**src/rtl/tx_doorbell_arb.sv**
```systemverilog
// Doorbell arbiter: memory-mapped per-channel payload registers drained
// round-robin onto a single valid/ready transmit port.

module tx_doorbell_ch #(
  parameter int DATA_W = 8
) (
  input  logic              clk,
  input  logic              reset,
  input  logic              acc,
  input  logic              grant,
  input  logic              clr,
  input  logic [DATA_W-1:0] din,
  output logic              pending,
  output logic              overflow,
  output logic [DATA_W-1:0] hold
);
  // A write that lands while the channel is being granted refills the slot
  // instead of being counted as a drop.
  logic load, drop;
  assign load = acc && (!pending || grant);
  assign drop = acc && pending && !grant;

  always_ff @(posedge clk or negedge reset) begin
    if (!reset) begin
      pending  <= 1'b0;
      overflow <= 1'b0;
      hold     <= '0;
    end else begin
      if (load) begin
        hold    <= din;
        pending <= 1'b1;
      end else if (grant) begin
        pending <= 1'b0;
      end
      overflow <= drop | (overflow & ~clr);
    end
  end
endmodule

module tx_doorbell_arb #(
  parameter int          N_CH      = 4,
  parameter logic [31:0] BASE_ADDR = 32'd1044,
  parameter int          DATA_W    = 8,
  parameter int          CH_W      = (N_CH > 1) ? $clog2(N_CH) : 1
) (
  input  logic              clk,
  input  logic              reset,
  input  logic [31:0]       addr,
  input  logic              DM_W,
  input  logic [31:0]       wdata,
  output logic [N_CH-1:0]   trans_ena,
  output logic [N_CH-1:0]   pending,
  output logic [N_CH-1:0]   overflow,
  output logic              tx_valid,
  input  logic              tx_ready,
  output logic [DATA_W-1:0] tx_data,
  output logic [CH_W-1:0]   tx_chan
);
  localparam int N_DEC = N_CH + 1;

  typedef enum logic {IDLE, SEND} state_t;
  state_t state, state_nxt;

  logic [N_DEC-1:0]             hit, armed, acc;
  logic [N_CH-1:0]              grant, clr;
  logic [N_CH-1:0][DATA_W-1:0]  hold;
  logic [CH_W-1:0]              last_grant, grant_idx;
  logic                         grant_vld, take;
  logic                         unused_wdata;

  assign unused_wdata = ^wdata;

  // Index N_CH is the overflow control register.
  for (genvar k = 0; k < N_DEC; k++) begin : g_dec
    assign hit[k] = DM_W && (addr == BASE_ADDR + 32'(4 * k));
  end

  // Armed tracks "hit last cycle", so a held write is accepted only once.
  assign acc = hit & ~armed;
  assign clr = acc[N_CH] ? wdata[N_CH-1:0] : '0;

  always_ff @(posedge clk or negedge reset) begin
    if (!reset) begin
      armed     <= '0;
      trans_ena <= '0;
    end else begin
      armed     <= hit;
      trans_ena <= acc[N_CH-1:0];
    end
  end

  for (genvar i = 0; i < N_CH; i++) begin : g_ch
    assign grant[i] = take && (grant_idx == CH_W'(i));
    tx_doorbell_ch #(.DATA_W(DATA_W)) u_ch (
      .clk      (clk),
      .reset    (reset),
      .acc      (acc[i]),
      .grant    (grant[i]),
      .clr      (clr[i]),
      .din      (wdata[DATA_W-1:0]),
      .pending  (pending[i]),
      .overflow (overflow[i]),
      .hold     (hold[i])
    );
  end

  // Round-robin search starting one past the last granted channel.
  always_comb begin
    grant_vld = 1'b0;
    grant_idx = last_grant;
    for (int k = 1; k <= N_CH; k++) begin
      int c;
      c = int'(last_grant) + k;
      if (c >= N_CH) c = c - N_CH;
      if (!grant_vld && pending[CH_W'(c)]) begin
        grant_vld = 1'b1;
        grant_idx = CH_W'(c);
      end
    end
  end

  always_ff @(posedge clk or negedge reset) begin
    if (!reset) state <= IDLE;
    else        state <= state_nxt;
  end

  always_comb begin
    state_nxt = state;
    case (state)
      IDLE:    if (grant_vld) state_nxt = SEND;
      SEND:    if (tx_ready)  state_nxt = IDLE;
      default: state_nxt = IDLE;
    endcase
  end

  always_comb begin
    tx_valid = (state == SEND);
    take     = (state == IDLE) && grant_vld;
  end

  always_ff @(posedge clk or negedge reset) begin
    if (!reset) begin
      tx_data    <= '0;
      tx_chan    <= '0;
      last_grant <= CH_W'(N_CH - 1);
    end else if (take) begin
      tx_data    <= hold[grant_idx];
      tx_chan    <= grant_idx;
      last_grant <= grant_idx;
    end
  end
endmodule

```
**config.mk**
```make
export PLATFORM = sky130hd
export DESIGN_NAME = tx_doorbell_arb
export DESIGN_NICKNAME = d
export VERILOG_FILES = /design/src/rtl/tx_doorbell_arb.sv
export SDC_FILE = /design/constraint.sdc
export NUM_CORES = 1
export LEC_CHECK = 0
export ABC_AREA = 0
export CORE_ASPECT_RATIO = 1.75
export CORE_UTILIZATION = 43
export DETAILED_ROUTE_END_ITERATION = 12
export GPL_TIMING_DRIVEN = 1
export PLACE_DENSITY_LB_ADDON = 0.3
export SKIP_CTS_REPAIR_TIMING = 1
export SLEW_MARGIN = 10
export SYNTH_ARGS = -nofsm -noshare
export SYNTH_HDL_FRONTEND = slang
export SYNTH_HIERARCHICAL = 1
export SYNTH_SLANG_ARGS = --single-unit
```
**constraint.sdc**
```tcl
create_clock -name clk -period 2.3 [get_ports clk]
set_clock_uncertainty 0.05 [all_clocks]
set_input_delay 0.46 -clock clk [delete_from_list [all_inputs] [get_ports clk]]
set_output_delay 0.46 -clock clk [all_outputs]
set_load 0.005 [all_outputs]
```
==> flow_summary_export.csv <==
group,metric,value,unit
run_status,status,"complete, no violations",
timing,slew_headroom,75.5,%
timing,drv_slew,0,
cells_and_area,seqCellArea,1550,um2
global_route,top_usage_layer,"met2",
critical_path,r2r-start,"last_grant[0]",
power_and_ir_drop,p_per_area,1060,nW/um2
floorplanning,rows,40,
logic_synthesis,syn_area_per_cell,12.8,um2
critical_path,worstSetupPathType,"reg -> reg",
global_route,grt_pass1_wl,11600,um
global_route,grt_pass1_vias,2374,
logic_synthesis,synth.cell_area,3100,um2
clock_network,clockRootBuffer,"clkbuf_16",
global_route,met1_usage,23.6,%
drt,wl_per_cell,17.4,um
critical_path,path_max_fanout,8,
timing,setup_viol,0,
logic_synthesis,synth_top_cell_by_area,"dfrtp_1",
logic_synthesis,synthAdderAreaFrac,0,%
floorplanning,die_area,7560,um2
cells_and_area,nFillCells,517,
power_and_ir_drop,p_sw,1.64,mW
logic_synthesis,synthFlopType,"dfrtp_1",
logic_synthesis,synthTopCellsByArea,"dfrtp_1 48%, mux2_4 16%, a211oi_2 6.1%",
critical_path,rrSetupSlack,0.09,ns
logic_synthesis,synthArstFlopShare,100,%
power_and_ir_drop,power_frac_clock,27.5,%
run,drv_cap,0,
global_route,grt_use_met3,6.97,%
critical_path,start_kind,"flop",
logic_synthesis,synth-edff-count,0,
timing,hold_violations,0,
drt,num_vias,2230,
cells_and_area,mostFrequentLayoutCells,"60 x dfrtp_1, 49 x clkdlybuf4s50_1, 32 x mux2_4",
drt,avgViaCountPerCell,5.27,
logic_synthesis,muxShareOfSynthArea,18.7,%
logic_synthesis,yosys_warnings,6,
power_and_ir_drop,combPwrFrac,42.3,%
placement,post_dp_cell_area,3940,um2
hold_path,worstHoldPathType,"in -> async",
critical_path,critPathLaunch,"last_grant[0]",
placement,gp_congestion,0.770,
logic_synthesis,netlist-cell-type-count,40,
timing,finalSetupTns,0,ns
drt,drt_iter0_drc,116,
logic_synthesis,yosys.area.top_type_share,48.5,%
critical_path,worstPathArrival,2.37,ns
critical_path,cp.required,2.46,ns
logic_synthesis,netlist_instances,241,
cells_and_area,antenna_cells,0,
timing,fin_crit,2.21,ns
floorplanning,start_util,44.8,%
critical_path,endpoint_kind,"flop",
clock_network,cts_buffers,9,
global_route,track_usage,21.6,%
logic_synthesis,synth_xor_xnor_area_share,0,%
global_route,grt-ovfl-total,0,
power_and_ir_drop,p_int,3.05,mW
cells_and_area,final_nets,402,
cells_and_area,final_cell_area,4420,um2
critical_path,ff2ff_path_depth,8,
global_route,antenna_found_initial,0,
drt,dr.pass1.iters,4,
drt,drc,0,
power_and_ir_drop,p_seq_share,30.2,%
critical_path,r2r_end,"g_ch[3].u_ch/hold[3]",
floorplanning,fp.coreArea,6910,um2
power_and_ir_drop,ir_worst_vdd,0.695,mV
clock_network,tritoncts,"done",
global_route,grt_use_met2,36.3,%
drt,drt_wl_total,7370,um
logic_synthesis,ys_ff_latch,62,
clock_network,ctsHtreeMaxLevel,3,
timing,fmax,452,MHz
clock_network,path_clk_slew,0.05,ns
power_and_ir_drop,p_leak,2.20,nW
clock_network,clock_latency,0.33,ns
floorplanning,die_h,114,um
placement,io_buffers,66,
logic_synthesis,yosysSeqAreaShare,50.2,%
cells_and_area,final_common_cell,"dfrtp_1",
power_and_ir_drop,netSwitchingFraction,35.0,%
clock_network,max-clock-path-buffers,2,
power_and_ir_drop,total_power,4.69,mW
timing,finalCritPeriodShare,96.1,%
timing,tightest_slew,0.363,ns
global_route,grt_start_max_net_pins,63,
logic_synthesis,synth-simple-area-share,15.2,%
placement,dp_hpwl,5010,um
cells_and_area,syn2layout_area_growth,42.9,%
floorplanning,ios,91,
cells_and_area,layout-drive-gt1-share,34.5,%
logic_synthesis,synth_nets,309,
clock_network,cts_sinks,62,
logic_synthesis,synth_top_family_by_area,"multiplexers",
drt,drt.antenna.violating_nets,0,
cells_and_area,multi_input_area,1510,um2
logic_synthesis,synth-compound-area-share,10.7,%
floorplanning,die_x,66.2,um
flip-flops by register name, summed over array words and instances, names as in the netlist:
signal              cells
armed                   5
g_ch.u_ch/hold         32
g_ch.u_ch/overflow      4
g_ch.u_ch/pending       4
last_grant              2
trans_ena               4
tx_chan                 2
tx_data                 8
tx_valid                1
stage by stage:
step           setup WS (ns)  instances  utilization, %  hold slack [ns]
6_report              0.0889        423            64.1           0.0809
5_1_grt              -0.0407        423            64.1            0.110
4_1_cts               -0.324        419            61.3           0.0907
3_5_place_dp          -0.661        403            57.1            0.446
3_3_place_gp          -0.647        403            57.1            0.435
2_1_floorplan         0.0205        241               -            0.114
cells in the mapped netlist (4+ instances only):
library cell	instances
nor2_1	20
mux2i_1	10
nand2_4	5
nand2b_4	5
inv_1	21
a31oi_1	8
nor2b_1	4
buf_6	4
nor4_1	7
mux2_4	32
nand2_1	6
a211oi_2	15
dfrtp_1	60
and2_1	5
o22ai_1	4
area by class of cell:
class | instances | area share [%]
clock inverter | 3 | 0.396
multi-input combinational | 150 | 34.1
tap | 84 | 2.38
sequential | 62 | 35.1
clock buffer | 13 | 6.11
inverter | 21 | 1.78
timing repair buffer | 90 | 20.1
worst max-delay path by stage:
stage	slack, ns	cells after the start	to
5_1_grt	-0.04	9	g_ch[3].u_ch/hold[3]
4_1_cts	-0.32	7	g_ch[1].u_ch/hold[6]
3_3_place_gp	-0.65	7	g_ch[1].u_ch/hold[6]
6_report	0.09	8	g_ch[3].u_ch/hold[3]
3_5_place_dp	-0.66	7	g_ch[1].u_ch/hold[0]
2_1_floorplan	0.02	6	g_ch[3].u_ch/hold[0]
power groups by stage:
stage                     combinational (mW)  clock, mW  sequential (mW)
after floorplan                         1.33          0             1.44
after global placement                  1.95          0             1.42
after detailed placement                1.96          0             1.43
after CTS                               1.98       1.31             1.41
after global routing                    2.17       1.35             1.43
final                                   1.99       1.29             1.42
critical path: stages, from the launching register on:
cell      delay (ns)
dfstp_2         0.57
o21ai_0         0.09
a21boi_0        0.34
nor3_1          0.12
and2_1          0.17
and2_1          0.16
nand2b_4        0.17
nand2_8         0.12
mux2_4          0.31
cells by family (layout without fill, tap and decap cells):
group / count (synthesis) / count (layout)
mux: 42 / 42
compound gates: 37 / 37
buf+inv: 29 / 127
flops: 62 / 62
simple gates: 71 / 71
routing by layer:
layer,vias up,part of all wire [%]
met5,-,0
met1,1099,38
met2,73,54
met3,16,5.5
met4,0,2.7
li1,1042,-
(Power assumes the default switching activity.)
